==> src/rtl/pre_emphasis_pkg.sv <==
// Shared definitions for the pre-emphasis filter: filter coefficient shift,
// default sample geometry, default output buffer depth and the sample type.
package pe_pkg;

  // alpha = 1 - 2^-ALPHA_SHIFT = 31/32
  localparam int ALPHA_SHIFT       = 5;

  localparam int DEF_FIFO_DEPTH    = 4;
  localparam int DEF_INT_BIT_WIDTH = 12;
  localparam int DEF_FRA_BIT_WIDTH = 0;
  localparam int DEF_DATAIN_WIDTH  = DEF_INT_BIT_WIDTH + DEF_FRA_BIT_WIDTH;

  typedef logic signed [DEF_DATAIN_WIDTH-1:0] sample_t;

endpackage

==> src/rtl/pre_emphasis_if.sv <==
// Valid/ready stream carrying pre-emphasised samples to the downstream stage.
// The filter drives it through the master modport, the consumer through slave.
interface pe_if #(
  parameter int DATA_W = pe_pkg::DEF_DATAIN_WIDTH
) ();

  logic signed [DATA_W-1:0] pe_data;
  logic                     pe_valid;
  logic                     pe_ready;

  modport master (output pe_data, output pe_valid, input pe_ready);
  modport slave  (input pe_data, input pe_valid, output pe_ready);

endinterface

==> src/rtl/pre_emphasis_fifo.sv <==
// pe_fifo: synchronous output buffer for the pre-emphasis filter.
// Read data is shown combinationally at the head and forced to zero when empty.
// A write into a full buffer is only accepted when a read frees the head slot
// in the same cycle; otherwise it is ignored and the contents stay untouched.
module pe_fifo import pe_pkg::*; #(
  parameter int DATA_W = DEF_DATAIN_WIDTH,
  parameter int DEPTH  = DEF_FIFO_DEPTH
) (
  input  logic                     clk,
  input  logic                     rst,
  input  logic                     i_wrEn,
  input  logic [DATA_W-1:0]        i_wrData,
  input  logic                     i_rdEn,
  output logic [DATA_W-1:0]        o_rdData,
  output logic                     o_full,
  output logic                     o_empty,
  output logic [$clog2(DEPTH):0]   o_count
);

  localparam int AW = $clog2(DEPTH);
  localparam int CW = AW + 1;

  logic [DATA_W-1:0] r_mem [DEPTH];
  logic [AW-1:0]     r_wrPtr;
  logic [AW-1:0]     r_rdPtr;
  logic [CW-1:0]     r_count;
  logic              w_doRead;
  logic              w_doWrite;

  assign o_full    = (r_count == CW'(DEPTH));
  assign o_empty   = (r_count == '0);
  assign o_count   = r_count;
  assign o_rdData  = o_empty ? '0 : r_mem[r_rdPtr];
  assign w_doRead  = i_rdEn & ~o_empty;
  assign w_doWrite = i_wrEn & (~o_full | w_doRead);

  // Storage array: written only on an accepted write, never reset
  always_ff @(posedge clk) begin
    if (w_doWrite) begin
      r_mem[r_wrPtr] <= i_wrData;
    end
  end

  // Pointers wrap naturally at the power-of-two depth; count tracks occupancy
  always_ff @(posedge clk or posedge rst) begin
    if (rst) begin
      r_wrPtr <= '0;
      r_rdPtr <= '0;
      r_count <= '0;
    end else begin
      if (w_doWrite) r_wrPtr <= r_wrPtr + AW'(1);
      if (w_doRead)  r_rdPtr <= r_rdPtr + AW'(1);
      case ({w_doWrite, w_doRead})
        2'b10:   r_count <= r_count + CW'(1);
        2'b01:   r_count <= r_count - CW'(1);
        default: r_count <= r_count;
      endcase
    end
  end

endmodule

==> src/rtl/pre_emphasis.sv <==
// pre_emphasis: first-order pre-emphasis filter y = x - x_prev + (x_prev >>> 5)
// on I2S samples, buffered into a small FIFO towards a valid/ready consumer.
// Pipeline: capture on the LRCLK rising edge (N), full-precision sum (N+1),
// width reduction and FIFO write (N+2), output visible at N+3.
// Build option: define PRE_EMPH_SAT_EN to clamp the result to the sample range;
// without it the result wraps to its low DATAIN_WIDTH bits.
module pre_emphasis import pe_pkg::*; #(
  parameter int Input_INT_BIT_WIDTH = DEF_INT_BIT_WIDTH,
  parameter int Input_FRA_BIT_WIDTH = DEF_FRA_BIT_WIDTH,
  parameter int FIFO_DEPTH          = DEF_FIFO_DEPTH
) (
  input  logic MCLK,
  input  logic MCLK_rst,
  input  logic fe_en,
  input  logic LRCLK,
  input  logic signed [Input_INT_BIT_WIDTH+Input_FRA_BIT_WIDTH-1:0] audio_data,
  pe_if.master pe_out,
  output logic overflow
);

  localparam int DATAIN_WIDTH = Input_INT_BIT_WIDTH + Input_FRA_BIT_WIDTH;
  localparam int YW           = DATAIN_WIDTH + 2;
  localparam int CW           = $clog2(FIFO_DEPTH) + 1;

  logic                           r_lrD;
  logic                           r_s1Valid;
  logic signed [DATAIN_WIDTH-1:0] r_x;
  logic signed [DATAIN_WIDTH-1:0] r_xCapPrev;
  logic signed [DATAIN_WIDTH-1:0] r_xPrev;
  logic                           r_s2Valid;
  logic signed [YW-1:0]           r_y;
  logic                           r_overflow;

  logic                           w_sampleStb;
  logic signed [DATAIN_WIDTH-1:0] w_xpShift;
  logic signed [YW-1:0]           w_xExt;
  logic signed [YW-1:0]           w_xpExt;
  logic signed [YW-1:0]           w_shExt;
  logic signed [YW-1:0]           w_yFull;
  logic signed [DATAIN_WIDTH-1:0] w_yRed;
  logic                           w_fifoWr;
  logic                           w_full;
  logic                           w_empty;
  logic                           w_drop;
  logic [CW-1:0]                  w_fifoCount;
  logic [DATAIN_WIDTH-1:0]        w_rdData;

  assign w_sampleStb = LRCLK & ~r_lrD & fe_en;

  // Full-precision sum: two guard bits cover |x - x_prev| plus the leak term
  assign w_xpShift = r_xCapPrev >>> ALPHA_SHIFT;
  assign w_xExt    = {{2{r_x[DATAIN_WIDTH-1]}}, r_x};
  assign w_xpExt   = {{2{r_xCapPrev[DATAIN_WIDTH-1]}}, r_xCapPrev};
  assign w_shExt   = {{2{w_xpShift[DATAIN_WIDTH-1]}}, w_xpShift};
  assign w_yFull   = w_xExt - w_xpExt + w_shExt;

`ifdef PRE_EMPH_SAT_EN
  localparam logic signed [YW-1:0] SAT_MAX = {3'b000, {(DATAIN_WIDTH-1){1'b1}}};
  localparam logic signed [YW-1:0] SAT_MIN = {3'b111, {(DATAIN_WIDTH-1){1'b0}}};

  // Clamp the wide result into the signed sample range
  always_comb begin
    w_yRed = DATAIN_WIDTH'(r_y);
    if (r_y > SAT_MAX) begin
      w_yRed = SAT_MAX[DATAIN_WIDTH-1:0];
    end else if (r_y < SAT_MIN) begin
      w_yRed = SAT_MIN[DATAIN_WIDTH-1:0];
    end
  end
`else
  assign w_yRed = DATAIN_WIDTH'(r_y);
`endif

  // Write is suppressed while disabled so an in-flight sample never lands
  assign w_fifoWr = r_s2Valid & fe_en;
  assign w_drop   = w_fifoWr & w_full & ~pe_out.pe_ready;

  assign pe_out.pe_valid = ~w_empty;
  assign pe_out.pe_data  = w_rdData;
  assign overflow        = r_overflow;

  // LRCLK edge detector history
  always_ff @(posedge MCLK or posedge MCLK_rst) begin
    if (MCLK_rst) r_lrD <= 1'b0;
    else          r_lrD <= LRCLK;
  end

  // Stage 1: capture the new sample with the history value it pairs with
  always_ff @(posedge MCLK or posedge MCLK_rst) begin
    if (MCLK_rst) begin
      r_s1Valid  <= 1'b0;
      r_x        <= '0;
      r_xCapPrev <= '0;
    end else begin
      r_s1Valid <= w_sampleStb;
      if (w_sampleStb) begin
        r_x        <= audio_data;
        r_xCapPrev <= r_xPrev;
      end
    end
  end

  // Stage 2: register the sum and advance history; disabling flushes both
  always_ff @(posedge MCLK or posedge MCLK_rst) begin
    if (MCLK_rst) begin
      r_s2Valid <= 1'b0;
      r_y       <= '0;
      r_xPrev   <= '0;
    end else if (!fe_en) begin
      r_s2Valid <= 1'b0;
      r_xPrev   <= '0;
    end else begin
      r_s2Valid <= r_s1Valid;
      if (r_s1Valid) begin
        r_y     <= w_yFull;
        r_xPrev <= r_x;
      end
    end
  end

  // Sticky drop indicator, cleared only by reset
  always_ff @(posedge MCLK or posedge MCLK_rst) begin
    if (MCLK_rst)    r_overflow <= 1'b0;
    else if (w_drop) r_overflow <= 1'b1;
  end

  pe_fifo #(
    .DATA_W (DATAIN_WIDTH),
    .DEPTH  (FIFO_DEPTH)
  ) u_fifo (
    .clk      (MCLK),
    .rst      (MCLK_rst),
    .i_wrEn   (w_fifoWr),
    .i_wrData (w_yRed),
    .i_rdEn   (pe_out.pe_ready),
    .o_rdData (w_rdData),
    .o_full   (w_full),
    .o_empty  (w_empty),
    .o_count  (w_fifoCount)
  );

  // Occupancy can never exceed the buffer depth
  assert property (@(posedge MCLK) disable iff (MCLK_rst) w_fifoCount <= CW'(FIFO_DEPTH));

endmodule
==> src/flat_wrapper.sv <==
// flat-port wrapper written by rule: the top's interface ports become plain ports
module pre_emphasis_flat import pe_pkg::*;
#(
  parameter int Input_INT_BIT_WIDTH = DEF_INT_BIT_WIDTH,
  parameter int Input_FRA_BIT_WIDTH = DEF_FRA_BIT_WIDTH,
  parameter int FIFO_DEPTH          = DEF_FIFO_DEPTH
)
  (MCLK, MCLK_rst, fe_en, LRCLK, audio_data, overflow, pe_out_pe_data, pe_out_pe_valid, pe_out_pe_ready);
  pe_if pe_out_i ();
  input  logic MCLK;
  input  logic MCLK_rst;
  input  logic fe_en;
  input  logic LRCLK;
  input  logic signed [Input_INT_BIT_WIDTH+Input_FRA_BIT_WIDTH-1:0] audio_data;
  output logic overflow;
  output wire logic [$bits(pe_out_i.pe_data)-1:0] pe_out_pe_data;
  output wire logic [$bits(pe_out_i.pe_valid)-1:0] pe_out_pe_valid;
  input wire logic [$bits(pe_out_i.pe_ready)-1:0] pe_out_pe_ready;
  assign pe_out_pe_data = pe_out_i.pe_data;
  assign pe_out_pe_valid = pe_out_i.pe_valid;
  assign pe_out_i.pe_ready = pe_out_pe_ready;
  pre_emphasis #(.Input_INT_BIT_WIDTH(Input_INT_BIT_WIDTH), .Input_FRA_BIT_WIDTH(Input_FRA_BIT_WIDTH), .FIFO_DEPTH(FIFO_DEPTH)) u_core (.MCLK(MCLK), .MCLK_rst(MCLK_rst), .fe_en(fe_en), .LRCLK(LRCLK), .audio_data(audio_data), .pe_out(pe_out_i), .overflow(overflow));
endmodule
==> config.mk <==
export PLATFORM = sky130hd
export DESIGN_NAME = pre_emphasis_flat
export DESIGN_NICKNAME = d
export VERILOG_FILES = /design/src/rtl/pre_emphasis_pkg.sv /design/src/rtl/pre_emphasis_if.sv /design/src/rtl/pre_emphasis_fifo.sv /design/src/rtl/pre_emphasis.sv /design/src/flat_wrapper.sv
export SDC_FILE = /design/constraint.sdc
export NUM_CORES = 1
export LEC_CHECK = 0
export ABC_AREA = 1
export ABC_CLOCK_PERIOD_IN_PS = 2860
export BUFFER_PORTS_ARGS = -buffer_cell sky130_fd_sc_hd__buf_2
export CAP_MARGIN = 20
export CELL_PAD_IN_SITES_DETAIL_PLACEMENT = 0
export CELL_PAD_IN_SITES_GLOBAL_PLACEMENT = 1
export CORE_MARGIN = 1.5
export CORE_UTILIZATION = 47
export CTS_CLUSTER_DIAMETER = 100
export DETAILED_ROUTE_END_ITERATION = 10
export PLACE_DENSITY_LB_ADDON = 0.25
export REMOVE_ABC_BUFFERS = 1
export SLEW_MARGIN = 30
export SYNTH_ARGS = -nofsm -noshare
export SYNTH_HDL_FRONTEND = slang
export SYNTH_HIERARCHICAL = 1
export SYNTH_SLANG_ARGS = --single-unit
==> constraint.sdc <==
create_clock -name MCLK -period 2.86 [get_ports MCLK]
set_input_delay 0.143 -clock MCLK [delete_from_list [all_inputs] [get_ports MCLK]]
set_output_delay 0.143 -clock MCLK [all_outputs]
set_load 0.02 [all_outputs]
# After elaboration in Yosys (flattened, before gate mapping)

Memories as Yosys holds them, arrays and structs flattened.
Index checks and enable logic that the tools add are counted.

Eq/ne operators: 4
Order comparisons: 0
Mux-type cells: 7
Bitwise operators: 12
Add/sub/neg operators: 6
Div/mod/pow operators: 0
Reductions and logical operators: 3
Shift operators: 0
Multipliers: 0

Operators with widths:

| cell                  | number |
|---|---|
| $mux W12              | 3 |
| $add A12 B7 Y12       | 1 |
| $sub A12 B12 Y12      | 1 |
| $and A1 B1 Y1         | 7 |
| $pmux W3 S2           | 1 |
| $add A2 B1 Y2 const B | 2 |
| $not A1 Y1            | 4 |
| $add A3 B1 Y3 const B | 1 |
| $eq A3 B3 Y1 const B  | 1 |
| $logic_not A3 Y1      | 1 |
| $mux W1               | 3 |
| $sub A3 B1 Y3 const B | 1 |
| $eq A2 B1 Y1 const B  | 1 |
| $eq A2 B2 Y1 const B  | 1 |
| $ne A2 B1 Y1 const B  | 1 |
| $reduce_and A2 Y1     | 1 |
| $reduce_bool A2 Y1    | 1 |
| $or A1 B1 Y1          | 1 |

Word-level logic and storage cells: 44
RAM bits: 48
ROM bits: 0
Bits in latches: 0
Input port bits: 17
Memories kept: 1
Output and inout port bits: 14
Register bits after elaboration: 59

Memory list:

| name                | words | bits a word | rd ports | clocked after memory_dff | write ports | RTL line                | text |
|---|---|---|---|---|---|---|---|
| u_core.u_fifo.r_mem | 4     | 12          | 1        | 0                        | 1           | pre_emphasis_fifo.sv:23 | `logic [DATA_W-1:0] r_mem [DEPTH];` |

# Longest topological paths before layout

Gate-level depths: netlist of the first run.

Word-level depth: 7
Depth in mapped cells: 13
Mapped depth without buffers: 13

# Modules after synthesis

The synthesis of the first run kept the hierarchy.

By module, submodules not included:

| module       | area each (µm²) | sequential area each (µm²) | instances | cells each |
|---|---|---|---|---|
| pre_emphasis | 2,864.0         | 1,301.2                    | 1         | 348 |
| pe_fifo      | 2,318.5         | 1,616.6                    | 1         | 196 |

# Worst setup path after synthesis of the first run

OpenSTA, ideal clock, no wires.

Kind: reg2reg
Start point: register u_core.r_x[1]
End point: register u_core.r_y[8]
Buffers on the path: 0
Clock period less this slack: 2.039 ns
Setup slack: 0.821 ns
Data required time: 2.743 ns
Library setup time: 0.117 ns
Cell stages (with the launch flop): 11
Arrival time: 1.921 ns
Cell sequence: dfrtp_1 -> inv_1 -> fa_1 -> inv_1 -> fa_1 -> nand2_2 -> nor2_2 -> o21ai_0 -> nand3b_1 -> nand3_1 -> nand2_1

Word-level cells in the longest chain between the ends: 2

RTL lines:

| element                  | RTL line            | text |
|---|---|---|
| start: declaration       | pre_emphasis.sv:27  | `logic signed [DATAIN_WIDTH-1:0] r_x;` |
| start signal: assignment | pre_emphasis.sv:97  | `r_x <= audio_data;` |
| $sub A12 B12 Y12         | pre_emphasis.sv:55  | `assign w_yFull = w_xExt - w_xpExt + w_shExt;` |
| $add A12 B7 Y12          | pre_emphasis.sv:55  |  |
| end signal: assignment   | pre_emphasis.sv:115 | `r_y <= w_yFull;` |
| end: declaration         | pre_emphasis.sv:31  | `logic signed [YW-1:0] r_y;` |

Every way passes these cells.
A chain may end at the register's enable or synchronous reset.

# Worst setup path in the final report of the first run

Start point: register u_core.r_xCapPrev[6]
End point: register u_core.r_y[8]

Word-level cells in the longest chain between the ends: 2

RTL lines:

| element                  | RTL line           | text |
|---|---|---|
| start: declaration       | pre_emphasis.sv:28 | `logic signed [DATAIN_WIDTH-1:0] r_xCapPrev;` |
| start signal: assignment | pre_emphasis.sv:98 | `r_xCapPrev <= r_xPrev;` |
| $sub A12 B12 Y12         | pre_emphasis.sv:55 |  |
| $add A12 B7 Y12 *        | pre_emphasis.sv:55 |  |

Mark *: on every way between the ends. The rest lies on a longest branch, timed or not.

==> results of run 1 <==
==> flip-flops by register name, summed over array words and instances, names as in the netlist <==
| signal | flops |
|---|---|
| u_core/r_y | 12 |
| u_core/r_xPrev | 12 |
| u_core/u_fifo/o_count | 3 |
| u_core/overflow | 1 |
| u_core/r_x | 12 |
| u_core/r_s2Valid | 1 |
| u_core/u_fifo/r_wrPtr | 2 |
| u_core/r_xCapPrev | 12 |
| u_core/u_fifo/r_mem | 48 |
| u_core/r_lrD | 1 |
| u_core/r_s1Valid | 1 |
| u_core/u_fifo/r_rdPtr | 2 |
==> worst max-delay path by stage <==
stage	to	cells after the start	slack [ns]
floorplan	u_core/r_xCapPrev[0]	4	0.78
global placement	u_core/r_y[8]	10	0.57
detailed placement	u_core/r_y[8]	10	0.55
CTS	u_core/r_y[8]	10	0.52
global route	u_core/r_y[8]	11	0.38
finish	u_core/r_y[8]	10	0.51
==> power groups by stage <==
stage | sequential (mW) | clock, mW | combinational [mW]
after floorplan | 2.10 | 0 | 1.41
after global placement | 2.12 | 0 | 1.91
after detailed placement | 2.13 | 0 | 1.95
after CTS | 2.10 | 1.01 | 1.97
after global routing | 2.14 | 1.07 | 2.22
final | 2.10 | 0.977 | 1.94
==> synth_stat cells (all sizes together) <==
cell and n:
nand2 112, inv 87, nor2 71, o21ai 63, dfrtp 59, edfxtp 48, nand3 21, a21oi 20
ha 16, buf 14, fa 12, xor2 5, nand4 4, o22ai 4, clkbuf 3, nand3b 2
a31oi 1, o21bai 1, xnor2 1
==> stage by stage <==
step | worst slack (ns) | total power [mW] | instances
floorplan | 0.783 | 3.51 | 527
global placement | 0.571 | 4.03 | 704
detailed placement | 0.550 | 4.08 | 704
CTS | 0.523 | 5.08 | 734
global route | 0.382 | 5.42 | 734
finish | 0.514 | 5.02 | 734
==> cells by family (layout without fill, tap and decap cells) <==
group	count (synthesis)	count (layout)	share of synthesized area (%)
AOI/OAI and AO/OA	89	89	9.05
xor gates and xnor gates	6	6	1.01
adders and majority gates	28	28	8.50
buffers and inverters	104	154	8.38
DFF	107	107	56.3
and+or+nand+nor	210	210	16.8
==> metal layers <==
layer  up-vias  track usage (%)  wire length (um)
li1       1824                -                 -
met1      1682             22.2              4350
met2        37             32.9              5050
met3         9             2.35               207
met4         0             5.92                95
met5         -                0                 0
==> what timing repair did <==
item | 4_1_cts | 5_1_grt
endpoints found under the hold margin | 72 | 0
hold buffers | 14 | 0
resized for setup | 0 | 0
==> final cells by class <==
| class | instances | area share, % |
|---|---|---|
| inverter | 87 | 5.66 |
| clock inverter | 7 | 1.61 |
| sequential | 107 | 50.2 |
| tap | 140 | 3.01 |
| timing repair buffer | 51 | 5.90 |
| multi-input combinational | 333 | 31.5 |
| clock buffer | 9 | 2.13 |
==> results.cfg, run 1 <==
[critical_path]
required_ns = 3.13
timing.critical_path.slowest_cell_delay_ns = 0.50
critPathSlowestCell = sky130_fd_sc_hd__fa_1
path_cells = inv_1, fa_1, inv_1, fa_1, nand2_2, nor2_2, o21ai_0, nand3b_1, nand3_1, nand2_1
crit_buf_inv = 2
worst_ep_arrival_time_ns = 2.61
r2r.worst_path.cells = 10
critical_path_class = reg -> reg
critical_path.startpoint_type = register
reg2reg_from = u_core/r_xCapPrev[6]
critPathMaxFanout = 3
critPathTopFamily = adder cells
cp-startpoint = u_core/r_xCapPrev[6]
r2r-end = u_core/r_y[8]
setup_slack_on_the_worst_flop_to_flop_path_ns = 0.51
critPathCaptureType = register

[synth]
yosys.area.top_type = sky130_fd_sc_hd__dfrtp_1
syn-instance-count = 544
mappedNetlistArea_um2 = 5180
ys_seq_elements = 107
top_post_synthesis_cells_by_area = sky130_fd_sc_hd__dfrtp_1, sky130_fd_sc_hd__edfxtp_1, sky130_fd_sc_hd__nand2_1, sky130_fd_sc_hd__inv_1, sky130_fd_sc_hd__o21ai_0
yosys.cell_types.count = 30
ys_seq_area_share_pct = 56.3
syn-mean-instance-area_um2 = 9.53
yosysWarningCount = 6
synth_largest_type_area_fraction_pct = 28.5

[global_route]
number_of_antenna_violations_at_the_first_check_in_global_routing = 0
groute.usage.overall_pct = 18.1
grt_max_degree = 53
first_pass_grt_wire_length_um = 16000
gr-total-overflow = 0
first_global_vias = 3369

[layout]
final_layout_size_suffix_gt1_share_pct = 12.1
layout-area-overhead-vs-synth_pct = 12.2
finish.utilization_pct = 53.9
multi_input_comb_area_um2 = 1830
fillCellCount = 1011
mostFrequentLayoutCells = sky130_fd_sc_hd__nand2_1, sky130_fd_sc_hd__inv_1, sky130_fd_sc_hd__nor2_1
antenna_cells_inserted = 0
seq_area_um2 = 2920
final_common_cell = sky130_fd_sc_hd__nand2_1
nNetsFinal = 634
postLayoutCellArea_um2 = 5820

[sta]
headroom_to_the_max_slew_limit_pct = 56.0
setup-violations-final = 0
worst-slew-pin-transition_ns = 0.659
hold_ws_ns = 0.0648
post-route-period-util_pct = 82.0
setup-tns-final_ns = 0
final-max-slew-violation-count = 0
fmaxAchievable_ghz = 0.426
fin_crit_ns = 2.35
grt_setup_unrepaired = no
timing_hold_violations_final = 0
finClkSkew_ns = 0.0129

[routing]
route.antenna.remaining_nets = 0
detail_route.drc_violations = 0
detail_route.vias_per_cell = 4.84
detail_route.wirelength_um = 9710
via_count = 3552
detail_route.iter0.violations = 150
drt_pass1_iterations = 4
wire_per_inst_um = 13.2

[clock_network]
cts.path.max_buffers = 2
clk-insertion-delay-late_ns = 0.37
tritoncts = done
clk_pin_slew_ns = 0.11
count_of_buffers_added_by_post_cts_timing_repair_for_setup = 0
htree_levels = 3
cts.root.buffer_cell = sky130_fd_sc_hd__clkbuf_8
cts_made_buffers = 9
clock_sinks = 107

[run]
cap_viol_max_count = 0

[pwr]
power.clock.fraction_pct = 19.5
p_int_mw = 3.02
p_seq_share_pct = 41.9
power.density_cell_area_nw_per_um2 = 863
ir_worst_vdd_v = 0.000361
switchingPower_mw = 2.00
sw_frac_of_total_pct = 39.9
power.leakage_nw = 2.68
pwr-share-comb_pct = 38.7

[hold_path]
timing.hold.worst.class = in -> reg
hold_end = u_core/overflow
whs_path_depth = 2
timing.hold.worst.start = pe_out_pe_ready

[die]
area_of_the_core_region_um2 = 10800
design.die.area_um2 = 11700
floorplan.die.height_um = 108
start_util_pct = 48.0
io_pins = 31
dieWidth_um = 108
num_rows = 38

[placement]
placement.io_buffers = 30
gp_routability_congestion = 0.826
detailed_place_hpwl_um = 6840
cell_area_after_placement_um2 = 5460

[status]
outcome = complete, no violations
Power figures use the tool's default switching activity.
==> inputs of run 2 (changes only) <==
--- a/config.mk
+++ b/config.mk
@@ -6,7 +6,7 @@
 export NUM_CORES = 1
 export LEC_CHECK = 0
 export ABC_AREA = 1
-export ABC_CLOCK_PERIOD_IN_PS = 2860
+export ABC_CLOCK_PERIOD_IN_PS = 2300
 export BUFFER_PORTS_ARGS = -buffer_cell sky130_fd_sc_hd__buf_2
 export CAP_MARGIN = 20
 export CELL_PAD_IN_SITES_DETAIL_PLACEMENT = 0
==> constraint.sdc (replaced) <==
create_clock -name MCLK -period 2.3 [get_ports MCLK]
set_input_delay 0.115 -clock MCLK [delete_from_list [all_inputs] [get_ports MCLK]]
set_output_delay 0.115 -clock MCLK [all_outputs]
set_load 0.02 [all_outputs]
==> run 2 against run 1 <==
  * Register-to-register slack got worse by 0.35 ns
  * Via count fell by 0.25%
  * Highest routed layer unchanged
  * Total power increased by 27%
  * Cell area increased by 0.86%
  * Sequential power is 24% higher
  * Critical path type unchanged
==> results.cfg, run 2 (synthesis results as in run 1) <==
[pwr]
pwr-share-comb_pct = 38.9
sw_frac_of_total_pct = 38.8
switchingPower_mw = 2.48
ir_worst_vdd_v = 0.000480
p_int_mw = 3.91
p_seq_share_pct = 40.9
power.density_cell_area_nw_per_um2 = 1090
power.leakage_nw = 2.69
post-layout-total-power_mw = 6.39
power.clock.fraction_pct = 20.1

[clock_network]
clock_sinks = 107
htree_levels = 3
count_of_buffers_added_by_post_cts_timing_repair_for_setup = 0
cts.root.buffer_cell = sky130_fd_sc_hd__clkbuf_8
tritoncts = done
clk-insertion-delay-late_ns = 0.36
cts.path.max_buffers = 2
clk_pin_slew_ns = 0.09
cts_made_buffers = 9

[routing]
route.antenna.remaining_nets = 0
drt_pass1_iterations = 4
wire_per_inst_um = 13.6
detail_route.vias_per_cell = 4.83
detail_route.drc_violations = 0
detail_route.wirelength_um = 9960
via_count = 3543
detail_route.iter0.violations = 198

[global_route]
grt_max_degree = 35
number_of_antenna_violations_at_the_first_check_in_global_routing = 0
first_global_vias = 3449
groute.usage.overall_pct = 18.9
gr-total-overflow = 0
first_pass_grt_wire_length_um = 16800

[layout]
fillCellCount = 1003
postLayoutCellArea_um2 = 5870
layout-area-overhead-vs-synth_pct = 13.2
final_common_cell = sky130_fd_sc_hd__nand2_1
largest_register = u_core/u_fifo/r_mem
largest_register_ff_count = 48
final_layout_size_suffix_gt1_share_pct = 14.0
finish.utilization_pct = 54.3
antenna_cells_inserted = 0
mostFrequentLayoutCells = sky130_fd_sc_hd__nand2_1, sky130_fd_sc_hd__inv_1, sky130_fd_sc_hd__nor2_1
nNetsFinal = 634

[die]
area_of_the_core_region_um2 = 10800
floorplan.die.height_um = 108
num_rows = 38
io_pins = 31
design.die.area_um2 = 11700
start_util_pct = 48.0
dieWidth_um = 108

[critical_path]
critPathCaptureType = register
required_ns = 2.55
worst_ep_arrival_time_ns = 2.38
critical_path.startpoint_type = register
critical_path_class = reg -> reg
critPathMaxFanout = 3

[run]
cap_viol_max_count = 0

[sta]
timing_hold_violations_final = 0
grt_setup_unrepaired = no
setup-tns-final_ns = 0
post-route-period-util_pct = 92.7
worst-slew-pin-transition_ns = 0.755
fin_crit_ns = 2.13
final-max-slew-violation-count = 0
finClkSkew_ns = 0.0117
fmaxAchievable_ghz = 0.469
headroom_to_the_max_slew_limit_pct = 49.6
setup-violations-final = 0

[placement]
cell_area_after_placement_um2 = 5470
placement.io_buffers = 30
detailed_place_hpwl_um = 7020
gp_routability_congestion = 0.880

[status]
outcome = complete, no violations

[hold_path]
timing.hold.worst.class = in -> reg
[run 2: changes by cell type in the layout (fill, tap and decap cells not counted), moves of 2 or more]
cell	previous run	this run
sky130_fd_sc_hd__a21oi_1	20	18
sky130_fd_sc_hd__inv_2	3	5
sky130_fd_sc_hd__a21oi_2	0	2
sky130_fd_sc_hd__clkinv_4	0	2
sky130_fd_sc_hd__nor2_1	67	62
sky130_fd_sc_hd__ha_1	16	14
sky130_fd_sc_hd__inv_8	2	0
sky130_fd_sc_hd__nor2_2	4	9
[run 2: power groups by stage]
| stage | registers, mW | clock network, mW | logic [mW] |
|---|---|---|---|
| floorplan | 2.61 | 0 | 1.75 |
| global placement | 2.63 | 0 | 2.39 |
| detailed placement | 2.65 | 0 | 2.43 |
| CTS | 2.61 | 1.33 | 2.47 |
| global route | 2.65 | 1.39 | 2.84 |
| finish | 2.61 | 1.29 | 2.49 |
[run 2: cell type report]
type | instances | area (um2) | share of cell area (%)
tap | 140 | 175 | 2.99
timing repair buffer | 51 | 343 | 5.84
sequential | 107 | 2920 | 49.7
clock inverter | 6 | 95.1 | 1.62
clock buffer | 10 | 138 | 2.35
multi-input combinational | 333 | 1870 | 31.9
inverter | 87 | 327 | 5.57
[run 2: final timing paths]
| kind | slack [ns] | cells after the start | endpoint | startpoint |
|---|---|---|---|---|
| max in group asynchronous | 1.49 | 4 | u_core/r_xPrev[6] | MCLK_rst |
| min in group asynchronous | 0.22 | 3 | u_core/overflow | MCLK_rst |
| worst max register to register | 0.17 | 10 | u_core/r_y[8] | u_core/r_xCapPrev[6] |
| worst min register to register | 0.48 | 1 | u_core/overflow | u_core/overflow |
| worst min-delay path | 0.04 | 2 | u_core/overflow | pe_out_pe_ready |
| worst max-delay path | 0.17 | 10 | u_core/r_y[8] | u_core/r_xCapPrev[6] |
[run 2: what timing repair did]
item	CTS	global route
gates resized for setup	1	7
endpoints found under the setup margin	1	4
endpoints found under the hold margin	46	0
hold buffers	14	0
[run 2: metrics by stage]
step	hold WS [ns]	std cells	setup slack, ns
after CTS	0.0230	734	0.0708
after global placement	0.0508	704	0.0213
after detailed placement	0.0567	704	-0.00169
final	0.0443	734	0.168
after floorplan	-0.0816	527	0.223
after global routing	0.0342	734	0.00489
[run 2: routing by layer]
| layer | up-vias | share of wire [%] | global-route usage [%] |
|---|---|---|---|
| met3 | 5 | 2.8 | 2.53 |
| met2 | 50 | 51 | 33.5 |
| met4 | 0 | 0.76 | 5.92 |
| li1 | 1816 | - | - |
| met1 | 1672 | 45 | 24.0 |
| met5 | - | 0 | 0 |
[run 2: worst max-delay path: stages (launching register included)]
cell	delay [ns]
sky130_fd_sc_hd__dfrtp_1	0.38
sky130_fd_sc_hd__inv_1	0.09
sky130_fd_sc_hd__fa_1	0.48
sky130_fd_sc_hd__inv_1	0.07
sky130_fd_sc_hd__fa_2	0.43
sky130_fd_sc_hd__nand2_2	0.09
sky130_fd_sc_hd__nor2_2	0.05
sky130_fd_sc_hd__o21ai_1	0.20
sky130_fd_sc_hd__nand3b_1	0.11
sky130_fd_sc_hd__nand3_1	0.10
sky130_fd_sc_hd__nand2_1	0.05
==> inputs of run 3 (changes only) <==
--- a/config.mk
+++ b/config.mk
@@ -9,10 +9,10 @@
 export ABC_CLOCK_PERIOD_IN_PS = 2300
 export BUFFER_PORTS_ARGS = -buffer_cell sky130_fd_sc_hd__buf_2
 export CAP_MARGIN = 20
-export CELL_PAD_IN_SITES_DETAIL_PLACEMENT = 0
-export CELL_PAD_IN_SITES_GLOBAL_PLACEMENT = 1
+export CELL_PAD_IN_SITES_DETAIL_PLACEMENT = 1
+export CELL_PAD_IN_SITES_GLOBAL_PLACEMENT = 2
 export CORE_MARGIN = 1.5
-export CORE_UTILIZATION = 47
+export CORE_UTILIZATION = 39
 export CTS_CLUSTER_DIAMETER = 100
 export DETAILED_ROUTE_END_ITERATION = 10
 export PLACE_DENSITY_LB_ADDON = 0.25
==> run 3 against run 2 <==
  * Count of clock-buffer cells in the layout is 2 higher
  * Register-to-register slack worse by 0.04 ns
  * Global-route usage is 1.1 points lower
  * Final cell count is 4.9% higher
  * Clock skew is 0.0036 ns lower
  * Maximum frequency is 1.7% lower
  * Non-clock buffer count is 4 higher
  * Cell area is 2.5% higher
  * First-iteration DRC count is 18% lower
  * Routed wire length is 16% higher
  * Die area is 20% higher
  * Clock power is 12% higher
==> results.cfg, run 3 (synthesis results as in run 1) <==
[status]
outcome = complete, no violations

[die]
floorplan.die.height_um = 118
num_rows = 41
dieWidth_um = 118
start_util_pct = 40.6
io_pins = 31
design.die.area_um2 = 14000
area_of_the_core_region_um2 = 12800

[sta]
grt_setup_unrepaired = yes
headroom_to_the_max_slew_limit_pct = 48.7
fmaxAchievable_ghz = 0.461
fin_crit_ns = 2.17
worst-slew-pin-transition_ns = 0.769
final-max-slew-violation-count = 0
setup-violations-final = 0
finClkSkew_ns = 0.00812
timing_hold_violations_final = 0
post-route-period-util_pct = 94.3

[global_route]
first_pass_grt_wire_length_um = 19200
grt.met2_usage_pct = 32.5
first_global_vias = 3908
grt_util_met1_pct = 20.8
grt_max_degree = 53
gr-max-usage-layer = met2
groute.usage.overall_pct = 17.8
number_of_antenna_violations_at_the_first_check_in_global_routing = 0
met3_usage_pct = 2.90
gr-total-overflow = 0

[clock_network]
cts.path.max_buffers = 2
clk_pin_slew_ns = 0.07
clock_sinks = 107
htree_levels = 3
tritoncts = done
cts.root.buffer_cell = sky130_fd_sc_hd__clkbuf_16
clk-insertion-delay-late_ns = 0.35
cts_made_buffers = 9

[layout]
final_layout_size_suffix_gt1_share_pct = 15.4
mostFrequentLayoutCells = sky130_fd_sc_hd__nand2_1, sky130_fd_sc_hd__inv_1, sky130_fd_sc_hd__nor2_1
largest_register = u_core/u_fifo/r_mem
final_common_cell = sky130_fd_sc_hd__nand2_1
layout-area-overhead-vs-synth_pct = 16.0
largest_register_ff_count = 48
nNetsFinal = 638
post_layout_nonfiller_instances = 770
antenna_cells_inserted = 0
fillCellCount = 1473

[routing]
detail_route.drc_violations = 0
via_count = 3696
detail_route.iter0.violations = 163
route.antenna.remaining_nets = 0
detail_route.vias_per_cell = 4.80
detail_route.wirelength_um = 11500
wire_per_inst_um = 15.0
drt_pass1_iterations = 4

[critical_path]
critical_path_class = reg -> reg
r2r.worst_path.cells = 12
worst_ep_arrival_time_ns = 2.41
reg2reg_from = u_core/r_xCapPrev[11]
r2r-end = u_core/r_y[11]
critPathCaptureType = register
cp-startpoint = u_core/r_xCapPrev[11]
critPathMaxFanout = 5
setup_slack_on_the_worst_flop_to_flop_path_ns = 0.13
required_ns = 2.54
critical_path.startpoint_type = register

[placement]
placement.io_buffers = 30
detailed_place_hpwl_um = 8310
gp_routability_congestion = 0.770
dp.cells = 738

[hold_path]
timing.hold.worst.class = in -> reg
whs_path_depth = 2
timing.hold.worst.start = pe_out_pe_ready
hold_end = u_core/overflow

[pwr]
p_seq_share_pct = 38.6
power.density_cell_area_nw_per_um2 = 1120
power.clock.fraction_pct = 21.5
pwr-share-comb_pct = 39.9
switchingPower_mw = 2.64
post-layout-total-power_mw = 6.72
p_int_mw = 4.08
ir_worst_vdd_v = 0.000368
power.leakage_nw = 2.72
sw_frac_of_total_pct = 39.2

[run]
cap_viol_max_count = 0
-- run 3: timing repair --
item                                    in CTS  in global routing
setup buffers                                0                  2
endpoints found under the hold margin       72                  0
pin swaps                                    0                  4
endpoints found under the setup margin       1                  4
hold buffers                                14                  0
gates resized for setup                      3                 12
-- run 3: critical path: stages, from the launching register on --
cell and delay (ns):
sky130_fd_sc_hd__dfrtp_1 0.36, sky130_fd_sc_hd__inv_2 0.08, sky130_fd_sc_hd__buf_4 0.15, sky130_fd_sc_hd__fa_1 0.47, sky130_fd_sc_hd__inv_1 0.04, sky130_fd_sc_hd__ha_1 0.34
sky130_fd_sc_hd__nand2_1 0.11, sky130_fd_sc_hd__nor2_2 0.15, sky130_fd_sc_hd__nand2_1 0.11, sky130_fd_sc_hd__nand3_1 0.09, sky130_fd_sc_hd__nand2_1 0.06, sky130_fd_sc_hd__nand3_1 0.06
sky130_fd_sc_hd__nand2_1 0.05
-- run 3: per-layer routing --
metal / vias up / wire length, um / share of wire, %
met1: 1816 / 5110 / 44
met5: - / 0 / 0
met4: 0 / 200 / 1.7
met3: 13 / 240 / 2.1
li1: 1829 / - / -
met2: 38 / 5970 / 52
-- run 3: layout make-up --
class                   count  area (um2)  share of cell area [%]
multi-input cells         333        1900                    31.6
flip-flops and latches    107        2920                    48.6
well taps                 172         215                    3.58
inverters                  87         327                    5.43
clock inverters             4        28.8                   0.479
clock buffers              12         246                    4.10
repair buffers             55         373                    6.20
-- run 3: how the worst max path moves through the flow --
| stage | slack (ns) | to |
|---|---|---|
| 3_3_place_gp | -0.05 | u_core/r_y[8] |
| 5_1_grt | -0.009 | u_core/r_y[11] |
| 6_report | 0.13 | u_core/r_y[11] |
| 2_1_floorplan | 0.22 | u_core/r_xCapPrev[0] |
| 3_5_place_dp | -0.12 | u_core/r_y[8] |
| 4_1_cts | 0.03 | u_core/r_y[11] |
-- run 3: power by group through the flow --
| stage | Clock [mW] | Combinational (mW) | Sequential (mW) |
|---|---|---|---|
| detailed placement | 0 | 2.58 | 2.64 |
| finish | 1.44 | 2.68 | 2.60 |
| global route | 1.54 | 3.04 | 2.64 |
| floorplan | 0 | 1.75 | 2.61 |
| CTS | 1.48 | 2.63 | 2.60 |
| global placement | 0 | 2.48 | 2.60 |
-- run 3: metrics by stage --
step / setup TNS, ns / hold WS, ns / cell area [um2] / util, % / worst slack, ns
after detailed placement: -0.124 / 0.0970 / 5520 / 43.2 / -0.124
after floorplan: 0 / -0.0816 / 5070 / - / 0.223
after global placement: -0.0481 / 0.0762 / 5510 / 43.1 / -0.0481
after CTS: 0 / 0.0698 / 5940 / 46.5 / 0.0270
final: 0 / 0.0725 / 6010 / 47.0 / 0.131
after global routing: -0.0140 / 0.0878 / 6010 / 47.0 / -0.00887
